==> config.mk <==
export PLATFORM = sky130hd
export DESIGN_NAME = fetch_unit
export DESIGN_NICKNAME = d
export VERILOG_FILES = /design/src/rtl/fetch_unit.sv
export SDC_FILE = /design/constraint.sdc
export NUM_CORES = 1
export LEC_CHECK = 0
export ABC_AREA = 0
export BUFFER_PORTS_ARGS = -buffer_cell sky130_fd_sc_hd__buf_2
export CAP_MARGIN = 20
export CORE_MARGIN = 2
export CORE_UTILIZATION = 30
export DETAILED_ROUTE_END_ITERATION = 6
export HOLD_SLACK_MARGIN = 0.05
export PLACE_DENSITY = 0.59
export SYNTH_ARGS = -nofsm -noshare
export SYNTH_HDL_FRONTEND = slang
export SYNTH_SLANG_ARGS = --single-unit
==> constraint.sdc <==
create_clock -name clk -period 1.9 [get_ports clk]
set_input_delay 0.095 -clock clk [delete_from_list [all_inputs] [get_ports clk]]
set_output_delay 0.095 -clock clk [all_outputs]
set_load 0.02 [all_outputs]
==> src/rtl/fetch_unit.sv <==
// Instruction-fetch stage: PC register, imem addressing and the IF/ID register.
// Optional performance counters are built when FETCH_PERF_CNT_EN is defined.
module fetch_unit #(
    parameter logic [31:0] RESET_PC  = 32'h0000_0000,
    parameter int          IMEM_AW   = 9,
    parameter logic [31:0] NOP_INSTR = 32'h0000_0013
) (
    input  logic               clk,
    input  logic               reset,
    input  logic               stall,
    input  logic               redirect_valid,
    input  logic [31:0]        redirect_pc,
    input  logic               halt_req,
    output logic [IMEM_AW-1:0] imem_addr,
    input  logic [31:0]        imem_rdata,
    output logic [31:0]        ifid_pc,
    output logic [31:0]        ifid_instr,
    output logic               ifid_valid,
    output logic               halted,
    output logic [31:0]        perf_fetch_cnt,
    output logic [31:0]        perf_stall_cnt
);

    typedef enum logic {
        RUN    = 1'b0,
        HALTED = 1'b1
    } state_t;

    state_t state_q;
    state_t state_d;

    logic [31:0] pc_q;
    logic [31:0] pc_d;
    logic [31:0] ifid_pc_d;
    logic [31:0] ifid_instr_d;
    logic        ifid_valid_d;

    logic in_run;
    logic do_redirect;
    logic do_halt;
    logic do_stall;
    logic do_advance;

    // The target is word-aligned by dropping these bits.
    logic unused_redirect_lsb;
    assign unused_redirect_lsb = ^redirect_pc[1:0];

    // One-hot action select: redirect > halt > stall > advance.
    assign in_run      = (state_q == RUN);
    assign do_redirect = in_run && redirect_valid;
    assign do_halt     = in_run && !redirect_valid
                         && halt_req && ifid_valid;
    assign do_stall    = in_run && !redirect_valid
                         && !do_halt && stall;
    assign do_advance  = in_run && !redirect_valid
                         && !do_halt && !stall;

    always_ff @(posedge clk) begin
        if (reset) begin
            state_q <= RUN;
        end else begin
            state_q <= state_d;
        end
    end

    always_comb begin
        state_d = state_q;
        unique case (state_q)
            RUN:     if (do_halt) state_d = HALTED;
            HALTED:  state_d = HALTED;
            default: state_d = RUN;
        endcase
    end

    always_comb begin
        pc_d         = pc_q;
        ifid_pc_d    = ifid_pc;
        ifid_instr_d = ifid_instr;
        ifid_valid_d = ifid_valid;
        unique case (1'b1)
            do_redirect: begin
                pc_d         = {redirect_pc[31:2], 2'b00};
                ifid_pc_d    = 32'h0;
                ifid_instr_d = NOP_INSTR;
                ifid_valid_d = 1'b0;
            end
            do_halt: begin
                ifid_pc_d    = 32'h0;
                ifid_instr_d = NOP_INSTR;
                ifid_valid_d = 1'b0;
            end
            do_advance: begin
                pc_d         = pc_q + 32'd4;
                ifid_pc_d    = pc_q;
                ifid_instr_d = imem_rdata;
                ifid_valid_d = 1'b1;
            end
            default: begin
                pc_d         = pc_q;
            end
        endcase
    end

    always_ff @(posedge clk) begin
        if (reset) begin
            pc_q       <= RESET_PC;
            ifid_pc    <= 32'h0;
            ifid_instr <= NOP_INSTR;
            ifid_valid <= 1'b0;
        end else begin
            pc_q       <= pc_d;
            ifid_pc    <= ifid_pc_d;
            ifid_instr <= ifid_instr_d;
            ifid_valid <= ifid_valid_d;
        end
    end

    assign imem_addr = pc_q[IMEM_AW+1:2];
    assign halted    = (state_q == HALTED);

`ifdef FETCH_PERF_CNT_EN
    logic [31:0] fetch_cnt_q;
    logic [31:0] stall_cnt_q;

    always_ff @(posedge clk) begin
        if (reset) begin
            fetch_cnt_q <= 32'h0;
            stall_cnt_q <= 32'h0;
        end else begin
            if (do_advance) fetch_cnt_q <= fetch_cnt_q + 32'd1;
            if (do_stall)   stall_cnt_q <= stall_cnt_q + 32'd1;
        end
    end

    assign perf_fetch_cnt = fetch_cnt_q;
    assign perf_stall_cnt = stall_cnt_q;
`else
    assign perf_fetch_cnt = 32'h0;
    assign perf_stall_cnt = 32'h0;
`endif

endmodule

==> results.md, run 1 <==
* Status: complete, no violations
* Syn_area_per_cell at 8.468 sq um
* First-pass GRT wire length at 20,620 um
* Slew Limit Fails at 0
* Worst-path cell with the longest stage delay: a2111oi_4
* Relative slew margins at 62.12%
* Synth Register Bits at 95
* # Max-Cap Violations at 0
* PwrDens at 773.7 nW/um^2
* Ranking of synthesized cells by area: dfxtp_1, buf_4, a22oi_1, nor2_1, a21oi_1
* Leading area contributor after synthesis: dfxtp_1
* Gr usage total at 16.12%
* Critical path's top delay family: compound AO/OA/AOI/OAI gates
* Fillers at 1,400
* Post-synthesis sequential area ratio at 43.02%
* Initial Util at 30.53%
* Routed len/inst at 14.50 um
* Xor/xnor share of the synthesized area at 0%
* Core footprint at 14,480 sq um
* Critical path class: reg2reg
* Unrepaired setup endpoints after global routing: true
* Final ANT Viol Nets at 0
* DRC at 0
* Crit end category: flip-flop
* Die H at 125.4 um
* Max IR drop VDD at 657.2 uV
* Io pins at 208
* Final HPWL DP at 8735 um
* Setup TNS at 0 ns
* Hold Fails Final Rpt at 0
* Clk buf depth at 2
* Synth cell types at 41
* Crit path launch type: flip-flop
* Slew @ Worst Pin at 0.5681 ns
* Hold Crit Class: in2reg
* Footprint of the multi-input gates at 2062 sq um
* Post-synth EDFFs at 0
* Via Count at 4,445
* Final GP Congestion at 0.7797
* Register area at 1906 sq um
* Ys flop type: dfxtp_1
* Mux share of post-synthesis cell area at 0.7359%
* Largest family of logic cells by synthesized area: compound AO/OA/AOI/OAI gates
* Synth Area in Adders at 0.2830%
* Max Freq at 0.5274 GHz
* RR Startpoint: ifid_valid
* Cells along the critical path: a2111oi_4, buf_12, nand4_1, buf_4, or3_1, a31oi_1
* Fraction of layout cells with a size suffix above 1 at 29.78%
* Drt initial violations at 175
* First drt pass iteration count at 5
* DIE AREA at 15,720 sq um
* WL final at 13,280 um
* Period utilisation layout at 99.79%
* CTS tree: built
* Synth warn at 0
* Vias per std cell at 4.853
* Synth Area in Compound Gates at 21.20%
* Final Cell Area at 6171 sq um
* Row count at 44
* Die X at 125.4 um
* Largest net degree at the start of global routing at 61
* Placed cell count at 836
* Fraction of registers with async set/reset at 0%
* Synth Cell Area at 4420 sq um
* Tmin final at 1.896 ns
* Synthesis-to-finish area growth at 39.60%
* Total CTS buffers at 9
* DP Area at 5207 sq um
* Non-Filler Instances at 916
* Clk_skew at 0.007380 ns
* PortBufs at 141
* Leak at 2.731 nW
* GRT Residual Overflow at 0
* Clk root buf: clkbuf_16
* Cells after Synth at 522
* Slowest stage delay, CP at 0.50 ns
* Crit path from: ifid_valid
* Vias in the first global route at 4,153
* Reg clk slew, reported paths at 0.07 ns
* Initial antenna violation count at 0
* ANT cells at 0
* Worst EP arrival at 2.16 ns
* H-tree levels at 3
* Clk_lat worst skew at 0.35 ns
* Sink Count at 95
* Final nets at 798
* HP Start: redirect_pc[12]
* Required time worst endpoint at 2.17 ns
* Crit path buf inv count at 2
* Final setup fails at 0
* Critical Path Fanout Max at 10
* Simple logic cell fraction of the synthesized area at 18.54%
* Post-synth top area share at 43.02%
[through the flow]
stage | util (%) | power (mW) | hold WS, ns | worst slack, ns
finish | 42.62 | 4.775 | 0.06317 | 0.004027
floorplan | - | 2.693 | 0.2310 | 0.09738
CTS | 41.89 | 4.816 | 0.05116 | 0.02843
global placement | 35.97 | 2.823 | 0.3304 | 0.1214
global route | 42.62 | 4.974 | 0.1039 | -0.06433
detailed placement | 35.97 | 2.836 | 0.3475 | 0.04406
[state kept, by name (all words and copies together) (netlist names)]
| register | flops |
|---|---|
| ifid_instr | 32 |
| ifid_pc | 31 |
| pc_q | 30 |
| halted | 1 |
| ifid_valid | 1 |
[worst reg2reg max path: cells and delay by family (launching register included)]
| kind | cells | cell delay (ns) |
|---|---|---|
| AO/OA/AOI/OAI | 2 | 0.67 |
| AND/OR/NAND/NOR | 2 | 0.43 |
| buffers and inverters | 2 | 0.36 |
| flip-flops | 1 | 0.37 |
[power by group]
part | leakage (nW) | internal [mW] | switching, mW
Sequential | 0.776 | 2.07 | 0.0652
Combinational | 1.81 | 0.308 | 0.462
Clock | 0.144 | 1.09 | 0.783
Total | 2.73 | 3.46 | 1.31
[cells by family after synthesis]
logic type | Yosys count
buffers and inverters | 113
adder cells (fa/ha/maj) | 1
multiplexers | 3
other | 1
flip-flops | 95
AND/OR/NAND/NOR | 174
AO/OA/AOI/OAI | 135
[layout by cell type, fill, tap and decap left out, drive strengths merged, types with 5 or more instances in the layout]
master / count
a21oi: 27
dlygate4sd3: 55
buf: 185
o211ai: 9
o21ai: 8
a22oi: 58
dfxtp: 95
nor2: 79
inv: 5
nand2: 36
nand4: 14
conb: 64
nand3: 13
clkbuf: 12
a31oi: 18
or3: 8
[path summary, 6_finish.rpt]
| check | depth (start not counted) | end | slack [ns] |
|---|---|---|---|
| setup reg to reg | 6 | pc_q[10] | 0.004 |
| hold / removal | 3 | pc_q[12] | 0.06 |
| hold reg to reg | 2 | ifid_pc[22] | 0.46 |
| setup / recovery | 6 | pc_q[10] | 0.004 |
[cell usage after synthesis (3+ instances only)]
library cell	instances
nor3_1	4
nor2_1	79
a22oi_1	58
nand2b_1	4
clkbuf_1	23
and2_1	4
nand2_1	34
nor4_1	3
or4_1	3
o211ai_1	9
dfxtp_1	95
o21ai_0	8
inv_1	4
buf_4	74
buf_2	9
a31oi_1	18
nand3_1	13
o22ai_1	3
nand4_1	13
a21oi_1	27
or3_1	8
buf_1	3
[cell type report]
class                      count  area share (%)
timing repair buffer         241           26.76
tap                          184           3.731
inverter                       4          0.2433
sequential                    95           30.88
multi-input combinational    377           33.41
clock inverter                 4          0.8719
clock buffer                  11           4.096
[metal layers]
| layer | track usage (%) | share of wire [%] | vias to the layer above |
|---|---|---|---|
| li1 | - | - | 2132 |
| met1 | 18.46 | 41 | 2097 |
| met2 | 27.81 | 49 | 201 |
| met3 | 6.333 | 8.6 | 15 |
| met4 | 4.771 | 1.5 | 0 |
| met5 | 0 | 0 | - |
[repair_timing]
action	4_1_cts	5_1_grt
setup buffers	0	9
hold buffers	55	0
hold endpoints to repair	55	0
resized for setup	0	4
endpoints found under the setup margin	0	8
Power figures use the tool's default switching activity.
==> run 2: changes to the inputs <==
--- a/config.mk
+++ b/config.mk
@@ -6,13 +6,13 @@
 export NUM_CORES = 1
 export LEC_CHECK = 0
 export ABC_AREA = 0
-export BUFFER_PORTS_ARGS = -buffer_cell sky130_fd_sc_hd__buf_2
 export CAP_MARGIN = 20
 export CORE_MARGIN = 2
 export CORE_UTILIZATION = 30
 export DETAILED_ROUTE_END_ITERATION = 6
+export DONT_BUFFER_PORTS = 1
 export HOLD_SLACK_MARGIN = 0.05
-export PLACE_DENSITY = 0.59
+export PLACE_DENSITY = 0.46
 export SYNTH_ARGS = -nofsm -noshare
 export SYNTH_HDL_FRONTEND = slang
 export SYNTH_SLANG_ARGS = --single-unit
==> results.md, run 2 (synthesis results as in run 1) <==
* Slew @ Worst Pin at 0.5682 ns
* Status: finished, violations left
* ANT cells at 0
* Vias in the first global route at 3,407
* Reg clk slew, reported paths at 0.06 ns
* Clk_lat worst skew at 0.35 ns
* Gr usage total at 15.17%
* DRC at 0
* Synthesis-to-finish area growth at 9.539%
* Crit path launch type: flip-flop
* Initial Util at 30.53%
* Hold Buf Count CTS at 2
* First drt pass iteration count at 4
* PwrDens at 921.5 nW/um^2
* Vias per std cell at 5.088
* Hold Crit Class: in2reg
* Hold_ws at -0.1945 ns
* Commonest non-fill, non-tap cell in the layout: dfxtp_1
* GRT Residual Overflow at 0
* Leak at 1.822 nW
* Critical path class: reg2reg
* Final GP Congestion at 0.7571
* Fillers at 1,491
* Clk buf depth at 2
* WL final at 12,110 um
* Die H at 125.4 um
* Relative slew margins at 62.08%
* Final ANT Viol Nets at 0
* Worst EP arrival at 2.09 ns
* Final nets at 599
* Core footprint at 14,480 sq um
* Required time worst endpoint at 2.17 ns
* Fraction of layout cells with a size suffix above 1 at 13.32%
* Total CTS buffers at 9
* Max Freq at 0.5502 GHz
* Initial antenna violation count at 0
* PortBufs at 0
* Critical Path Fanout Max at 5
* Row count at 44
* Crit end category: flip-flop
* Unrepaired setup endpoints after global routing: true
* # Max-Cap Violations at 0
* Clk_skew at 0.008240 ns
* Die X at 125.4 um
* Drt initial violations at 193
* Largest net degree at the start of global routing at 96
* Failing checks: hold timing
* CTS tree: built
* Io pins at 208
* Max IR drop VDD at 423.1 uV
* Final HPWL DP at 8427 um
* Sink Count at 95
* Final setup fails at 0
* Slew Limit Fails at 0
* DIE AREA at 15,720 sq um
* Period utilisation layout at 95.66%
* Reg with most FFs: ifid_instr
* H-tree levels at 3
* Most frequent cells in the layout: dfxtp_1, nor2_1, conb_1
* Setup TNS at 0 ns
* Via Count at 3,648
* Routed len/inst at 16.89 um
* Clk root buf: clkbuf_16
* Fin util at 33.44%
* Placed cell count at 693
* Non-Filler Instances at 717
* Biggest regs: ifid_instr: 32 flops, ifid_pc: 31 flops, pc_q: 30 flops
* Hold Fails Final Rpt at 93
* Tmin final at 1.817 ns
* First-pass GRT wire length at 18,780 um
* Largest register FFs at 32
## run 2: cell types whose count changed in the layout (fill, tap and decap cells not counted), moves of 2 or more
cell / previous run / this run
clkbuf_1: 0 / 2
dlygate4sd3_1: 55 / 2
clkinvlp_4: 2 / 0
buf_2: 140 / 1
dfxtp_2: 0 / 3
buf_4: 42 / 36
dfxtp_1: 94 / 92
## run 2: path summary, 6_finish.rpt
check	from	to	slack (ns)	cells past startpoint
max reg2reg	ifid_valid	pc_q[31]	0.08	5
min	reset	ifid_pc[7]	-0.19	1
max	ifid_valid	pc_q[31]	0.08	5
min reg2reg	pc_q[22]	ifid_pc[22]	0.51	2
## run 2: worst max-delay path: stages, from the launching register on
cell and delay [ns]:
dfxtp_1 0.33, buf_4 0.18, a21oi_1 0.26, nand2_1 0.23, or4_1 0.54, a31oi_1 0.20
## run 2: routing by layer
metal | vias up | wire [um] | global-route usage, %
li1 | 1746 | - | -
met1 | 1722 | 5057 | 17.67
met2 | 167 | 5564 | 24.04
met3 | 13 | 1284 | 7.060
met4 | 0 | 200 | 6.471
met5 | - | 0 | 0
## run 2: through the flow
| stage | total power [mW] | cell area [sq um] | setup slack, ns | hold slack [ns] |
|---|---|---|---|---|
| floorplan | 2.693 | 4657 | 0.09738 | 0.2310 |
| global placement | 2.667 | 4459 | 0.08387 | 0.1755 |
| detailed placement | 2.676 | 4459 | 0.05042 | 0.1757 |
| CTS | 4.527 | 4770 | 0.04146 | -0.2072 |
| global route | 4.686 | 4842 | -0.03409 | -0.2061 |
| finish | 4.462 | 4842 | 0.08254 | -0.1945 |
## run 2: timing repair
| action | 4_1_cts | 5_1_grt |
|---|---|---|
| setup endpoints to repair | 0 | 21 |
| endpoints found under the hold margin | 95 | 93 |
| buffers inserted | 0 | 6 |
| resized for setup | 0 | 6 |
## run 2: layout make-up
cell class | count | area [sq um] | share of cell area [%]
sequential | 95 | 1906 | 39.35
inverter | 4 | 15.01 | 0.3101
multi-input combinational | 377 | 2054 | 42.43
clock buffer | 12 | 246.5 | 5.090
timing repair buffer | 42 | 346.6 | 7.158
clock inverter | 3 | 43.79 | 0.9044
tap | 184 | 230.2 | 4.755
## run 2: where the power goes
| part | internal, mW | switching, mW | leakage, nW |
|---|---|---|---|
| Sequential | 2.07 | 0.113 | 0.776 |
| Clock | 1.05 | 0.770 | 0.143 |
| Combinational | 0.141 | 0.319 | 0.903 |
| Total | 3.26 | 1.20 | 1.82 |
